**src/rtl/md5_digest_check.sv**
```systemverilog
// md5_digest_check
// Final MD5 feed-forward, digest formation and target comparison.
// Two enabled register stages: stage 1 adds the initial vector to the
// last hash-stage words, stage 2 byte-swaps them into standard digest
// order and registers the equality against the host target.  The first
// matching candidate index is latched until reset or clear.
// Optional build macro: MD5_MATCH_COUNT_EN adds a saturating 16-bit
// count of every qualifying match on output match_count.
module md5_digest_check #(
   parameter logic [31:0] A0    = 32'h67452301,
   parameter logic [31:0] B0    = 32'hefcdab89,
   parameter logic [31:0] C0    = 32'h98badcfe,
   parameter logic [31:0] D0    = 32'h10325476,
   parameter int          IDX_W = 32
) (
   input  logic             clk,
   input  logic             reset_n,
   input  logic             en,
   input  logic             clear,
   input  logic [31:0]      a_in,
   input  logic [31:0]      b_in,
   input  logic [31:0]      c_in,
   input  logic [31:0]      d_in,
   input  logic             valid_in,
   input  logic [127:0]     target,
   output logic [127:0]     digest,
   output logic             digest_valid,
   output logic             match_found,
   output logic [IDX_W-1:0] match_index
`ifdef MD5_MATCH_COUNT_EN
   ,
   output logic [15:0]      match_count
`endif
);

   // Word 0 is a, word 3 is d; digest places word 0 in the top bits.
   logic [31:0]      w_in   [4];
   logic [31:0]      w_iv   [4];
   logic [31:0]      w_sum  [4];
   logic [31:0]      r_sum  [4];
   logic [127:0]     w_swapped;
   logic             w_eq;
   logic             w_match_hit;

   logic [IDX_W-1:0] r_counter;
   logic             r_v1;
   logic [IDX_W-1:0] r_idx1;
   logic [127:0]     r_digest;
   logic             r_digest_valid;
   logic [IDX_W-1:0] r_idx2;
   logic             r_eq2;
   logic             r_match_found;
   logic [IDX_W-1:0] r_match_index;

   assign w_in[0] = a_in;
   assign w_in[1] = b_in;
   assign w_in[2] = c_in;
   assign w_in[3] = d_in;
   assign w_iv[0] = A0;
   assign w_iv[1] = B0;
   assign w_iv[2] = C0;
   assign w_iv[3] = D0;

   // Feed-forward addition (carry out discarded) and byte reversal of
   // each registered sum: the low byte of word a is the first digest byte.
   genvar gi;
   generate
      for (gi = 0; gi < 4; gi++) begin : g_word
         assign w_sum[gi] = w_in[gi] + w_iv[gi];
         assign w_swapped[127-32*gi -: 32] = {r_sum[gi][7:0],   r_sum[gi][15:8],
                                              r_sum[gi][23:16], r_sum[gi][31:24]};
      end
   endgenerate

   // The compare uses the same swapped value that stage 2 loads into digest,
   // so eq2 always describes the digest sitting beside it.
   assign w_eq        = (w_swapped == target);
   assign w_match_hit = en && r_digest_valid && r_eq2;

   // Stage 1 data: IV-added words, advanced only with the pipeline.
   always_ff @(posedge clk or negedge reset_n) begin
      if (!reset_n) begin
         for (int i = 0; i < 4; i++) r_sum[i] <= '0;
      end else if (en) begin
         for (int i = 0; i < 4; i++) r_sum[i] <= w_sum[i];
      end
   end

   // Candidate counter, stage 1 valid and index tag; clear drops any
   // candidate arriving in the same cycle and restarts numbering at 0.
   always_ff @(posedge clk or negedge reset_n) begin
      if (!reset_n) begin
         r_counter <= '0;
         r_v1      <= 1'b0;
         r_idx1    <= '0;
      end else if (clear) begin
         r_counter <= '0;
         r_v1      <= 1'b0;
      end else if (en) begin
         r_v1   <= valid_in;
         r_idx1 <= r_counter;
         if (valid_in) r_counter <= r_counter + IDX_W'(1);
      end
   end

   // Stage 2 data: swapped digest, its index tag and the registered compare.
   always_ff @(posedge clk or negedge reset_n) begin
      if (!reset_n) begin
         r_digest <= '0;
         r_idx2   <= '0;
         r_eq2    <= 1'b0;
      end else if (en) begin
         r_digest <= w_swapped;
         r_idx2   <= r_idx1;
         r_eq2    <= w_eq;
      end
   end

   // Stage 2 valid; holds while en is low, flushed by clear.
   always_ff @(posedge clk or negedge reset_n) begin
      if (!reset_n) begin
         r_digest_valid <= 1'b0;
      end else if (clear) begin
         r_digest_valid <= 1'b0;
      end else if (en) begin
         r_digest_valid <= r_v1;
      end
   end

   // Sticky first-match capture; clear beats a match in the same cycle.
   always_ff @(posedge clk or negedge reset_n) begin
      if (!reset_n) begin
         r_match_found <= 1'b0;
         r_match_index <= '0;
      end else if (clear) begin
         r_match_found <= 1'b0;
         r_match_index <= '0;
      end else if (w_match_hit && !r_match_found) begin
         r_match_found <= 1'b1;
         r_match_index <= r_idx2;
      end
   end

`ifdef MD5_MATCH_COUNT_EN
   logic [15:0] r_match_count;

   // Saturating count of every qualifying match, not just the first.
   always_ff @(posedge clk or negedge reset_n) begin
      if (!reset_n) begin
         r_match_count <= '0;
      end else if (clear) begin
         r_match_count <= '0;
      end else if (w_match_hit && (r_match_count != 16'hffff)) begin
         r_match_count <= r_match_count + 16'd1;
      end
   end

   assign match_count = r_match_count;
`endif

   assign digest       = r_digest;
   assign digest_valid = r_digest_valid;
   assign match_found  = r_match_found;
   assign match_index  = r_match_index;

endmodule

```
**config.mk**
```make
export PLATFORM = sky130hd
export DESIGN_NAME = md5_digest_check
export DESIGN_NICKNAME = d
export VERILOG_FILES = /design/src/rtl/md5_digest_check.sv
export SDC_FILE = /design/constraint.sdc
export NUM_CORES = 1
export LEC_CHECK = 0
export ABC_AREA = 1
export CAP_MARGIN = 25
export CORE_ASPECT_RATIO = 1.5
export CORE_MARGIN = 8
export CORE_UTILIZATION = 46
export CTS_CLUSTER_DIAMETER = 120
export DETAILED_ROUTE_END_ITERATION = 6
export PLACE_DENSITY = 0.86
export SETUP_SLACK_MARGIN = 0.05
export SLEW_MARGIN = 20
export SYNTH_ARGS = -nofsm -noshare
export SYNTH_HDL_FRONTEND = slang
export SYNTH_SLANG_ARGS = --single-unit
```
**constraint.sdc**
```tcl
create_clock -name clk -period 1.65 [get_ports clk]
set_clock_uncertainty 0.15 [all_clocks]
set_input_delay 0.495 -clock clk [delete_from_list [all_inputs] [get_ports clk]]
set_output_delay 0.495 -clock clk [all_outputs]
set_load 0.01 [all_outputs]
```
==> metrics, run 1 <==
status=finished, violations left; failing checks=negative setup slack; Root Buffer Master=clkbuf_16; Clock power frac=35.4%; vias per std cell=5.39; Slew Limit Headroom=69.1%; CTS Buf Count=40; crit path kind=register to register; r2r setup slk=-0.21 ns; Seq/Total Area, Yosys=45.0%; cell count after synthesis=3088; I/O pins=423; final wirelength=100000 um; Seq pwr share=39.8%; Clock Latency Late Sink=0.56 ns; fin crit period=1.86 ns; Residual DRC=0; Routed met2 length=48100 um; Hold Startpoint=b_in[0]; YS warnings=0; H-tree depth=2; max layer used=met5; Synth Register Bits=388; area growth from synthesis to layout=55.6%; syn_area_per_cell=6.99 um^2; first-pass GRT wire length=143000 um; synth top area cells=dfrtp_1 45%, nand2_1 19%, inv_1 8.2%; worst hold slack=0.0667 ns; P_int=19.2 mW; Max VDD drop=0.858 mV; Slowest cell on crit path=dfrtp_1; Clock Sinks=388; setup ws final=-0.205 ns; final instance area=33600 um^2; antenna violations before repair=23; Gate power share=24.8%; Worst Hold Class=input pin to register; Post-synth EDFFs=0; Core ar.=46500 um^2; slowest stage delay, CP=0.43 ns; PortBufs=422; Place WS=-0.916 ns; commonest non-fill, non-tap cells in the layout=997 x nand2_1, 560 x buf_4, 431 x inv_1; post-detail-place hpwl=75100 um; Mapped Area=21600 um^2; starting density of the core=46.5%; Compound-Gate Fraction of Synth Area=10.7%; crit path launch type=register; Switch Pwr=8.51 mW; Slew @ Worst Pin=0.459 ns; largest net degree at the start of global routing=75; gpl congestion=1.04; switching part of the total=30.7%; # nets final=4339; # rows=97; Crit. End Element=register; DIE WIDTH=193 um; non-filler cells, final=4718; most common cell after layout, fill and taps aside=nand2_1; syn_nets=3354; GRT overflow=0; synth unique cells=42; CTS tree=yes; antenna-violating nets left=0; Die Span Y=281 um; final hold violations=0; Post-Synth Simple-Gate Area=31.1%; layout cells sized above 1=29.6%; FF-to-FF Start=r_counter[0]; Synth Area in XOR/XNOR=3.04%; Starting DRT DRC Count=2011; RSZ-0062 raised after global routing=yes; Clock Pin Slew Worst Setup and Hold Paths=0.07 ns; Placed Cells=4460; M1 WL=32500 um; max-slew violations=0; WL per Instance=21.2 um; dominant cell type by area after synthesis=dfrtp_1; Initial DRT Pass Iterations=5; Post-synth top flop=dfrtp_1; Pleak=17.3 nW; Total GRT Usage=34.8%; Crit. Startpoint=r_counter[0]; CP cell instances=buf_6 > nand3_4 > inv_4 > nand4_4 > nor2_4 > nand2_1 > nor3_1 > nor2_1; crit path max fanout=4; vias in the first global route=25145; Arrival @ worst endpoint=2.15 ns; largest family of logic cells by synthesized area=simple AND/OR/NAND/NOR gates; PD cells=823 nW/um^2; Critical Path RT=1.94 ns; max capacitance violation total=0; setup violators final=185; final period utilization=112%; post-synth top area share=45.0%; Clock Tree Buf Depth=3; Crit path max-delay family=simple AND/OR/NAND/NOR gates; met3 wire length=8980 um; Buf/Inv on CP=2; post-synthesis async set-or-reset flop share=100%; Post-Synth Adder-Cell Area=0.290%; Vias=25413; multiplexer share of the synthesized area=0%; die area=54300 um^2; Peak Freq=539 MHz; Placed Area=30000 um^2
cell usage after synthesis, types with 6 or more instances:
cell type and n:
nor2_1 247, o21ai_1 18, a21oi_1 69, nand4_1 49, xnor2_1 36, nor2_2 7, nand2_1 1066, nor3_1 42
o21ai_0 263, inv_1 469, dfrtp_1 388, nand3_1 182, xor2_1 39, nand3b_1 13, inv_2 6, buf_2 39
clkbuf_1 38, o22ai_1 58, a31oi_1 10
state kept, by name, summed over array words and instances, names as in the netlist, 32 cells and up:
signal and flops:
r_idx1 32, r_idx2 32, digest 128, r_counter 32, match_index 32, r_sum 128
power by group through the flow:
stage	combinational (mW)	clock [mW]	sequential [mW]
4_1_cts	6.38	9.83	10.9
3_3_place_gp	6.01	0	11.1
2_1_floorplan	2.12	0	11.1
3_5_place_dp	6.11	0	11.1
5_1_grt	7.33	10.2	11.1
6_report	6.85	9.81	11.0
per-layer routing:
metal / global-route usage, % / vias up
met2: 59.3 / 1311
met3: 7.66 / 470
met4: 29.0 / 16
li1: - / 11717
met1: 35.9 / 11899
met5: 0 / -
logic make-up (layout without fill, tap and decap cells):
| kind of cell | Yosys count | count (layout) |
|---|---|---|
| DFF | 388 | 388 |
| adders and majority gates | 5 | 5 |
| buffers and inverters | 556 | 1568 |
| xor gates and xnor gates | 75 | 75 |
| and+or+nand+nor | 1629 | 1629 |
| AOI/OAI and AO/OA | 435 | 435 |
| other | 0 | 24 |
through the flow:
step	power, mW	TNS (ns)	utilization [%]
after detailed placement	17.2	-122.47	64.6
after CTS	27.2	-16.46	70.1
after floorplan	13.2	-0.632	-
after global routing	28.6	-20.83	72.2
final	27.7	-15.82	72.3
after global placement	17.1	-117.16	64.6
layout make-up:
cell class,count,area [um^2]
tap,594,743
sequential,388,9720
clock inverter,15,233
inverter,475,1830
clock buffer,54,1160
multi-input combinational,2144,11200
antenna,24,60.1
timing repair buffer,1024,8710
fill,3453,12900
what timing repair did:
item	in CTS	in global routing
pin swaps	110	92
setup endpoints to repair	315	282
resized for setup	1079	244
hold buffers	1	0
gates cloned	0	0
endpoints found under the hold margin	209	0
setup buffers	101	65
final timing paths:
kind,to,cells after the start
max in group asynchronous,digest[7],3
min,r_sum[64],2
max reg2reg,r_counter[17],8
max,r_counter[17],8
min in group asynchronous,digest[62],2
min reg2reg,r_idx1[7],2
No activity file was read; power rests on OpenSTA's default activity.
==> run 2, diff against run 1 <==
--- a/config.mk
+++ b/config.mk
@@ -12,7 +12,8 @@
 export CORE_UTILIZATION = 46
 export CTS_CLUSTER_DIAMETER = 120
 export DETAILED_ROUTE_END_ITERATION = 6
-export PLACE_DENSITY = 0.86
+export DONT_BUFFER_PORTS = 1
+export PLACE_DENSITY = 0.74
 export SETUP_SLACK_MARGIN = 0.05
 export SLEW_MARGIN = 20
 export SYNTH_ARGS = -nofsm -noshare
==> metrics, run 2 (same netlist as run 1, synthesis figures left out) <==
I/O pins=423 (unchanged); crit path launch type=register (unchanged); Root Buffer Master=clkbuf_16 (unchanged); Clock Pin Slew Worst Setup and Hold Paths=0.07 ns (about the same); gpl congestion=1.03 (was 1.04); crit path max fanout=4 (unchanged); WL per Instance=21.8 um (was 21.2 um); CP cell instances=ha_4 > nand3_4 > inv_4 > nand3_4 > nor3_4 > buf_6 > inv_4 > nor2_4 > nand3_2 > nand2_1 > a21oi_1 (was buf_6 > nand3_4 > inv_4 > nand4_4 > nor2_4 > nand2_1 > nor3_1 > nor2_1); Slew @ Worst Pin=1.01 ns (was 0.459 ns); PD cells=889 nW/um^2 (was 823 nW/um^2); final wirelength=90700 um (was 100000 um); status=finished, violations left (unchanged); final hold violations=391 (was 0); Slowest cell on crit path=dfrtp_1 (unchanged); R2R cell count=11 (was 8); commonest non-fill, non-tap cells in the layout=1042 x nand2_1, 451 x inv_1, 317 x dfrtp_1 (was 997 x nand2_1, 560 x buf_4, 431 x inv_1); antenna violations before repair=2 (was 23); Clock Tree Buf Depth=3 (unchanged); Core ar.=46500 um^2 (unchanged); Crit. End Element=register (unchanged); Fillers=4159 (was 3453); Peak Freq=563 MHz (was 539 MHz); layout cells sized above 1=17.8% (was 29.6%); fin crit period=1.78 ns (was 1.86 ns); Final Core Density=60.9% (was 72.3%); largest net degree at the start of global routing=389 (was 75); # rows=97 (unchanged); RSZ-0062 raised after global routing=yes (unchanged); Arrival @ worst endpoint=2.08 ns (was 2.15 ns); Worst Hold Class=input pin to asynchronous set/reset pin (was input pin to register); Vias=22287 (was 25413); Starting DRT DRC Count=1337 (was 2011); Critical Path RT=1.95 ns (was 1.94 ns); Crit path max-delay family=simple AND/OR/NAND/NOR gates (unchanged); die area=54300 um^2 (unchanged); vias per std cell=5.37 (was 5.39); vias in the first global route=22527 (was 25145); GRT overflow=0 (unchanged); max capacitance violation total=0 (unchanged); post-detail-place hpwl=68900 um (was 75100 um); non-filler cells, final=4154 (was 4718); Pleak=14.2 nW (was 17.3 nW); Buf/Inv on CP=3 (was 2); WP depth=11 (was 8); worst hold slack=-0.521 ns (was 0.0667 ns); area growth from synthesis to layout=31.2% (was 55.6%); antenna-violating nets left=0 (unchanged); Die Span Y=281 um (unchanged); Residual DRC=0 (unchanged); CTS tree=yes (unchanged); setup ws final=-0.126 ns (was -0.205 ns); Slew Limit Headroom=32.4% (was 69.1%); H-tree depth=2 (unchanged); CTS Buf Count=41 (was 40); slowest stage delay, CP=0.43 ns (about the same); final period utilization=108% (was 112%); starting density of the core=46.5% (unchanged); setup violators final=63 (was 185); Placed Cells=3911 (was 4460); first-pass GRT wire length=132000 um (was 143000 um); most common cell after layout, fill and taps aside=nand2_1 (unchanged); Total GRT Usage=32.2% (was 34.8%); DIE WIDTH=193 um (unchanged); failing checks=negative hold slack, negative setup slack (was negative setup slack); Initial DRT Pass Iterations=6 (was 5); Max VDD drop=0.800 mV (was 0.858 mV); Clock Sinks=388 (unchanged); max-slew violations=0 (unchanged); PortBufs=0 (was 422); Clock Latency Late Sink=0.57 ns (was 0.56 ns); setup TNS=-2.36 ns (was -15.82 ns); # nets final=3794 (was 4339); crit path kind=register to register (unchanged)
-- run 2: area by class of cell --
class                           count  area, um^2  share of cell area (%)
Multi-Input combinational cell   2144       10300                    36.5
Sequential cell                   388        9800                    34.6
Timing Repair Buffer              478        4180                    14.8
Inverter                          475        1830                    6.46
Clock buffer                       49        1160                    4.09
Tap cell                          594         743                    2.62
Clock inverter                     25         277                   0.976
Antenna cell                        1        2.50                 0.00883
-- run 2: repair_timing --
item	CTS	global route
resized for setup	119	62
setup buffers	14	17
hold buffers	133	11
pin swaps	26	24
hold endpoints to repair	564	405
setup endpoints to repair	184	196
-- run 2: power by group --
group	leakage [nW]	switching, mW	internal [mW]
Sequential	4.87	1.05	10.3
Combinational	8.62	2.17	1.70
Clock	0.712	4.22	5.72
Total	14.2	7.44	17.7
-- run 2: path summary, 6_finish.rpt --
path,startpoint,endpoint,slack [ns]
max in group asynchronous,reset_n,match_index[2],0.96
setup / recovery,r_counter[1],r_counter[16],-0.13
hold / removal,reset_n,digest[52],-0.52
setup reg to reg,r_counter[1],r_counter[16],-0.13
min in group clk,d_in[15],r_sum[15],-0.03
hold reg to reg,r_idx1[25],r_idx1[25],0.33
-- run 2: stage by stage --
| step | total power [mW] | cell area (um^2) | hold WS, ns | setup slack (ns) |
|---|---|---|---|---|
| floorplan | 13.2 | 21900 | 0.0494 | -0.101 |
| global placement | 14.8 | 24800 | 0.0595 | -0.454 |
| detailed placement | 14.9 | 24800 | 0.0597 | -0.483 |
| CTS | 25.1 | 28000 | -0.537 | -0.153 |
| global route | 26.1 | 28300 | -0.532 | -0.234 |
| finish | 25.2 | 28300 | -0.521 | -0.126 |
-- run 2: per-layer routing --
layer / vias to the layer above / global-route usage, % / wire [um]
met5: - / 0 / 11
met4: 2 / 23.2 / 8190
met3: 316 / 9.16 / 7920
met2: 868 / 56.7 / 44600
met1: 10514 / 31.9 / 29900
li1: 10587 / - / -
